$ cat config.mk
export PLATFORM = sky130hd
export DESIGN_NAME = arith_batch_harness
export DESIGN_NICKNAME = d
export VERILOG_FILES = /design/src/rtl/arith_batch_harness.sv
export SDC_FILE = /design/constraint.sdc
export NUM_CORES = 2
export LEC_CHECK = 0
export BUFFER_PORTS_ARGS = -buffer_cell sky130_fd_sc_hd__buf_2
export CAP_MARGIN = 20
export CORE_AREA = 2 2 439 441
export CTS_BUF_LIST = sky130_fd_sc_hd__clkbuf_16
export DETAILED_ROUTE_END_ITERATION = 8
export DIE_AREA = 0 0 441 443
export PLACE_DENSITY = 0.35
export SETUP_SLACK_MARGIN = 0.2
export SLEW_MARGIN = 20
export SYNTH_ARGS = -nofsm -noshare
export SYNTH_HDL_FRONTEND = slang
export SYNTH_SLANG_ARGS = --single-unit
$ cat constraint.sdc
create_clock -name clk -period 5.7 [get_ports clk]
set_clock_uncertainty 0.1 [all_clocks]
set_input_delay 1.14 -clock clk [delete_from_list [all_inputs] [get_ports clk]]
set_output_delay 1.14 -clock clk [all_outputs]
set_load 0.02 [all_outputs]
$ cat src/rtl/arith_batch_harness.sv
// Batch arithmetic harness: unpacks a 512-bit job line into operand pairs,
// streams them to a pipelined DUT and packs the results into one result line.
module arith_batch_harness #(
    parameter int DATA_LEN       = 32,
    parameter int MAX_PAIRS      = (512 - 64) / (2 * DATA_LEN),
    parameter int TIMEOUT_CYCLES = 1024,
    parameter int CNT_W          = 32
) (
    input  logic                clk,
    input  logic                reset,
    input  logic                soft_reset,
    input  logic                in_valid,
    output logic                in_ready,
    input  logic [511:0]        in_line,
    output logic                out_valid,
    input  logic                out_ready,
    output logic [511:0]        out_line,
    output logic                dut_reset,
    output logic                dut_valid,
    input  logic                dut_ready,
    output logic [DATA_LEN-1:0] dut_a,
    output logic [DATA_LEN-1:0] dut_b,
    input  logic                dut_res_valid,
    input  logic [DATA_LEN-1:0] dut_result,
    output logic                busy
);

    localparam int IDX_W = $clog2(MAX_PAIRS + 1);
    localparam int TO_W  = $clog2(TIMEOUT_CYCLES + 1);

    typedef enum logic [1:0] {IDLE, ISSUE, DRAIN, OUT} state_t;

    state_t              state_q, state_d;
    logic [IDX_W-1:0]    n_q, n_d;
    logic [IDX_W-1:0]    issued_q, issued_d;
    logic [IDX_W-1:0]    received_q, received_d;
    logic [CNT_W-1:0]    cyc_q, cyc_d;
    logic [TO_W-1:0]     idle_q, idle_d;
    logic                tmo_q, tmo_d;
    logic                bad_q, bad_d;
    logic                spur_q, spur_d;
    logic                dut_reset_q, dut_reset_d;
    logic [DATA_LEN-1:0] op_a_q [MAX_PAIRS];
    logic [DATA_LEN-1:0] op_a_d [MAX_PAIRS];
    logic [DATA_LEN-1:0] op_b_q [MAX_PAIRS];
    logic [DATA_LEN-1:0] op_b_d [MAX_PAIRS];
    logic [DATA_LEN-1:0] res_q  [MAX_PAIRS];
    logic [DATA_LEN-1:0] res_d  [MAX_PAIRS];
    logic                in_job;
    logic                cap;
    logic                unused_hdr;

    assign unused_hdr = ^in_line[63:32];

    always_comb begin
        state_d     = state_q;
        n_d         = n_q;
        issued_d    = issued_q;
        received_d  = received_q;
        cyc_d       = cyc_q;
        idle_d      = idle_q;
        tmo_d       = tmo_q;
        bad_d       = bad_q;
        spur_d      = spur_q;
        dut_reset_d = 1'b0;
        op_a_d      = op_a_q;
        op_b_d      = op_b_q;
        res_d       = res_q;
        in_job      = (state_q == ISSUE) || (state_q == DRAIN);
        cap         = dut_res_valid && in_job && (received_q != issued_q);

        if (in_job && (cyc_q != '1)) cyc_d = cyc_q + CNT_W'(1);

        if (cap) begin
            for (int i = 0; i < MAX_PAIRS; i++)
                if (received_q == IDX_W'(i)) res_d[i] = dut_result;
            received_d = received_q + IDX_W'(1);
        end
        // Results with no outstanding pair are dropped but flagged
        if (dut_res_valid && !cap && (state_q != IDLE)) spur_d = 1'b1;

        unique case (state_q)
            IDLE: begin
                if (in_valid) begin
                    n_d        = '0;
                    issued_d   = '0;
                    received_d = '0;
                    cyc_d      = '0;
                    idle_d     = '0;
                    tmo_d      = 1'b0;
                    bad_d      = 1'b0;
                    spur_d     = 1'b0;
                    for (int i = 0; i < MAX_PAIRS; i++) begin
                        op_a_d[i] = in_line[64 + 2*i*DATA_LEN +: DATA_LEN];
                        op_b_d[i] = in_line[64 + (2*i+1)*DATA_LEN +: DATA_LEN];
                        res_d[i]  = '0;
                    end
                    if ((in_line[31:0] == 32'd0) ||
                        (in_line[31:0] > 32'(MAX_PAIRS))) begin
                        bad_d   = 1'b1;
                        state_d = OUT;
                    end else begin
                        n_d     = IDX_W'(in_line[31:0]);
                        state_d = ISSUE;
                    end
                end
            end
            ISSUE: begin
                if (dut_ready) begin
                    issued_d = issued_q + IDX_W'(1);
                    if (issued_d == n_q) begin
                        state_d = DRAIN;
                        idle_d  = '0;
                    end
                end
            end
            DRAIN: begin
                idle_d = dut_res_valid ? '0 : idle_q + TO_W'(1);
                if (received_q == n_q) begin
                    state_d = OUT;
                end else if (idle_d == TO_W'(TIMEOUT_CYCLES)) begin
                    tmo_d       = 1'b1;
                    dut_reset_d = 1'b1;
                    state_d     = OUT;
                end
            end
            OUT: begin
                if (out_ready) state_d = IDLE;
            end
            default: state_d = IDLE;
        endcase

        // Abort outranks every other event in the cycle
        if (soft_reset) begin
            state_d     = IDLE;
            n_d         = '0;
            issued_d    = '0;
            received_d  = '0;
            cyc_d       = '0;
            idle_d      = '0;
            tmo_d       = 1'b0;
            bad_d       = 1'b0;
            spur_d      = 1'b0;
            dut_reset_d = 1'b1;
        end
    end

    always_ff @(posedge clk) begin
        if (reset) begin
            state_q     <= IDLE;
            n_q         <= '0;
            issued_q    <= '0;
            received_q  <= '0;
            cyc_q       <= '0;
            idle_q      <= '0;
            tmo_q       <= 1'b0;
            bad_q       <= 1'b0;
            spur_q      <= 1'b0;
            dut_reset_q <= 1'b0;
            for (int i = 0; i < MAX_PAIRS; i++) begin
                op_a_q[i] <= '0;
                op_b_q[i] <= '0;
                res_q[i]  <= '0;
            end
        end else begin
            state_q     <= state_d;
            n_q         <= n_d;
            issued_q    <= issued_d;
            received_q  <= received_d;
            cyc_q       <= cyc_d;
            idle_q      <= idle_d;
            tmo_q       <= tmo_d;
            bad_q       <= bad_d;
            spur_q      <= spur_d;
            dut_reset_q <= dut_reset_d;
            op_a_q      <= op_a_d;
            op_b_q      <= op_b_d;
            res_q       <= res_d;
        end
    end

    always_comb begin
        dut_a = '0;
        dut_b = '0;
        if (state_q == ISSUE) begin
            for (int i = 0; i < MAX_PAIRS; i++) begin
                if (issued_q == IDX_W'(i)) begin
                    dut_a = op_a_q[i];
                    dut_b = op_b_q[i];
                end
            end
        end
    end

    always_comb begin
        out_line = '0;
        if (state_q == OUT) begin
            out_line[31:0]  = {28'd0, spur_q, bad_q, tmo_q, 1'b1};
            out_line[63:32] = 32'(cyc_q);
            for (int i = 0; i < MAX_PAIRS; i++)
                out_line[64 + i*DATA_LEN +: DATA_LEN] = res_q[i];
        end
    end

    assign in_ready  = (state_q == IDLE);
    assign busy      = (state_q != IDLE);
    assign out_valid = (state_q == OUT);
    assign dut_valid = (state_q == ISSUE);
    assign dut_reset = dut_reset_q;

endmodule

==> results.yml <==
worst_setup_path:
  critical_path.max_fanout: 11
  r2r_end: "res_q[157]$_SDFF_PP0_"
  cp-start-kind: "flop"
  r2r_setup_slack_ns: 2.07
  cp-startpoint: "issued_q[0]$_SDFFE_PP0P_"
  arrival_ns: 3.97
  cp-end-kind: "primary output"
  r2r.worst_path.cells: 8
  critical_path_class: "reg2out"
  critical_path.endpoint: "dut_a[19]"
  cp.required_ns: 4.46
  r2r_start: "state_q[1]$_SDFFE_PP0P_"
cts:
  clock-root-buffer: "clkbuf_16"
  clock-sinks: 730
  cts_max_path_buffers: 3
  cts_made_buffers: 94
  clkLatencyLatePin_ns: 0.72
  postCtsHoldBufs: 0
  htree_levels: 3
  post_cts_resized: 0
  cts_tree: "yes"
  path_clk_slew_ns: 0.06
  cts_setup_buffers: 0
min_path:
  min_path_type: "reg2reg"
die:
  die_h_um: 443
  core_area_sq_mm: 0.191
  die_x_um: 441
  rows: 161
  initial_core_util_pct: 17.4
  dieArea_sq_mm: 0.195
  io_pins: 1132
finish:
  syn_to_final_growth_pct: 26.8
  final_area_sq_mm: 0.0421
  final_layout_size_suffix_gt1_share_pct: 20.5
  nets: 5770
  mostFrequentLayoutCells: "1566 x nand2_1, 846 x buf_2, 730 x dfxtp_1"
  layout_commonest_cell: "nand2_1"
timing:
  slew_headroom_pct: 24.1
  slew_violations: 0
  finalCritPeriodShare_pct: 91.4
  worstMarginPinSlew_ns: 1.14
  fmax_mhz: 192
  rsz0062_at_grt: "false"
  fin_crit_ns: 5.21
  hold_viol: 0
  finalSetupViolCount: 0
  fin_tns_setup_ns: 0
synthesis:
  synth_simple_gate_area_share_pct: 27.4
  netlist.top_cell.by_area: "dfxtp_1"
  synthMuxAreaShare_pct: 0.128
  synth-edff-count: 0
  synthTopCellsByArea: "dfxtp_1 44%, nand2_1 18%, a21oi_1 10%"
  synthAdderAreaFrac_pct: 0.640
  synthArstFlopShare_pct: 0
  yosysTopAreaCellShare_pct: 44.0
  syn_area_sq_mm: 0.0332
  ys_types: 59
  dominantRegCellSynth: "dfxtp_1"
  synth_compound_area_share_pct: 16.9
  synth_xor_area_share_pct: 0.949
  synth_top_family_by_area: "simple AND/OR/NAND/NOR gates"
  syn_avg_cell_area_sq_um: 7.30
  yosysSeqAreaShare_pct: 44.0
  syn_inst: 4552
  ys_ff_latch: 730
  yosys_warnings: 0
global_route:
  grt_first_pass_wirelength_mm: 220
  grt.total_usage_pct: 15.4
  top_usage_layer: "met2"
  antenna_found_initial: 104
  use_met1_pct: 18.0
  globalRouteMet3Util_pct: 4.05
  grt_overflow: 0
  grt_max_degree: 168
  use_met2_pct: 26.8
  first_global_vias: 31300
power:
  p_per_area_mw_per_mm2: 304
  p_leak_nw: 17.1
  total_power_mw: 12.8
  ir_drop_mv: 0.198
placement:
  numPortBuffers: 847
  place_area_sq_mm: 0.0391
  gp_congestion: 0.782
  hpwlAfterDp_mm: 110
routing:
  wl_per_cell_um: 20.0
  drtPass1Iterations: 5
  viasPerCell: 4.16
  remaining_drc_errors: 0
  drt_wl_total_mm: 157
  ant_nets: 0
  vias: 32600
  drtIter0Drc: 1736
outcome:
  status: "complete, no violations"
job:
  maxCapViolCount: 0
==> worst max-delay path, stage by stage, from the launching register on <==
cell and delay (ns):
dfxtp_1 0.39, inv_1 0.12, ha_1 0.29, nor2b_4 0.63, buf_4 0.27, a221oi_1 0.05, nor3_1 0.66, o221ai_1 0.30
a31oi_1 0.30, buf_2 0.21
==> cell usage after synthesis, types with 4 or more instances <==
library cell,n
nor4_1,14
clkbuf_1,331
and3_1,14
dfxtp_1,730
nand2_1,1575
nand4_1,15
buf_4,253
o221ai_1,64
xnor2_1,21
ha_1,17
inv_1,20
a221oi_1,64
or3_1,9
nor2_1,123
nor2b_1,5
and4_1,5
nor3_1,74
a21oi_1,694
o21ai_0,81
nand3b_1,4
buf_1,22
and2_1,260
or4_1,5
xor2_1,15
nand3_1,24
a31oi_1,70
==> through the flow <==
step / util, % / std cells / setup WS [ns] / hold WS (ns)
2_1_floorplan: - / 4803 / 2.21 / 0.312
4_1_cts: 22.0 / 7799 / 0.322 / 0.350
3_5_place_dp: 20.5 / 7632 / 1.18 / 0.343
3_3_place_gp: 20.5 / 7632 / 1.16 / 0.337
6_report: 22.0 / 7842 / 0.488 / 0.346
5_1_grt: 22.0 / 7828 / 0.334 / 0.365
==> per-layer routing <==
layer  up-vias  share of wire, %  wire length [um]
li1      15900                 -                 -
met2       942                50             78000
met5         -              0.36               564
met3       308               5.8              9080
met1     15400                41             64400
met4        90               2.9              4600
==> cell type report <==
type	count	area, sq um
Multi-Input combinational cell	3444	16400
Clock buffer	94	2350
Antenna cell	43	108
Inverter	20	75.1
Tap cell	2526	3160
Fill cell	21800	149000
Clock inverter	73	559
Timing Repair Buffer	912	4890
Sequential cell	730	14600
==> registers in the layout (all words and copies together) (netlist names) <==
| register | count |
|---|---|
| idle_q | 11 |
| issued_q | 3 |
| op_a_q | 224 |
| n_q | 3 |
| tmo_q | 1 |
| res_q | 224 |
| dut_reset | 1 |
| state_q | 2 |
| cyc_q | 32 |
| op_b_q | 224 |
| bad_q | 1 |
| spur_q | 1 |
| received_q | 3 |
==> report_power, final <==
group,internal [mW],switching (mW),total [mW]
Clock,3.31,2.53,5.84
Combinational,0.428,1.05,1.48
Sequential,5.36,0.137,5.50
Total,9.09,3.72,12.8
==> how the worst min path moves through the flow <==
stage / cells after the start / from / end / slack, ns
after global routing: 2 / res_q[138]$_SDFF_PP0_ / res_q[138]$_SDFF_PP0_ / 0.36
final: 2 / res_q[129]$_SDFF_PP0_ / res_q[129]$_SDFF_PP0_ / 0.35
after CTS: 2 / res_q[63]$_SDFF_PP0_ / res_q[63]$_SDFF_PP0_ / 0.35
after global placement: 2 / res_q[41]$_SDFF_PP0_ / res_q[41]$_SDFF_PP0_ / 0.34
after floorplan: 2 / spur_q$_SDFF_PP0_ / spur_q$_SDFF_PP0_ / 0.31
after detailed placement: 2 / res_q[63]$_SDFF_PP0_ / res_q[63]$_SDFF_PP0_ / 0.34
==> logic make-up (layout without fill, tap and decap cells) <==
logic type	Yosys count	in the layout
AO/OA/AOI/OAI	994	994
XOR/XNOR	36	36
multiplexers	4	4
buffers and inverters	629	1099
AND/OR/NAND/NOR	2141	2141
adder cells (fa/ha/maj)	17	17
flip-flops	730	730
other	1	295
No activity file was read; power rests on OpenSTA's default activity.
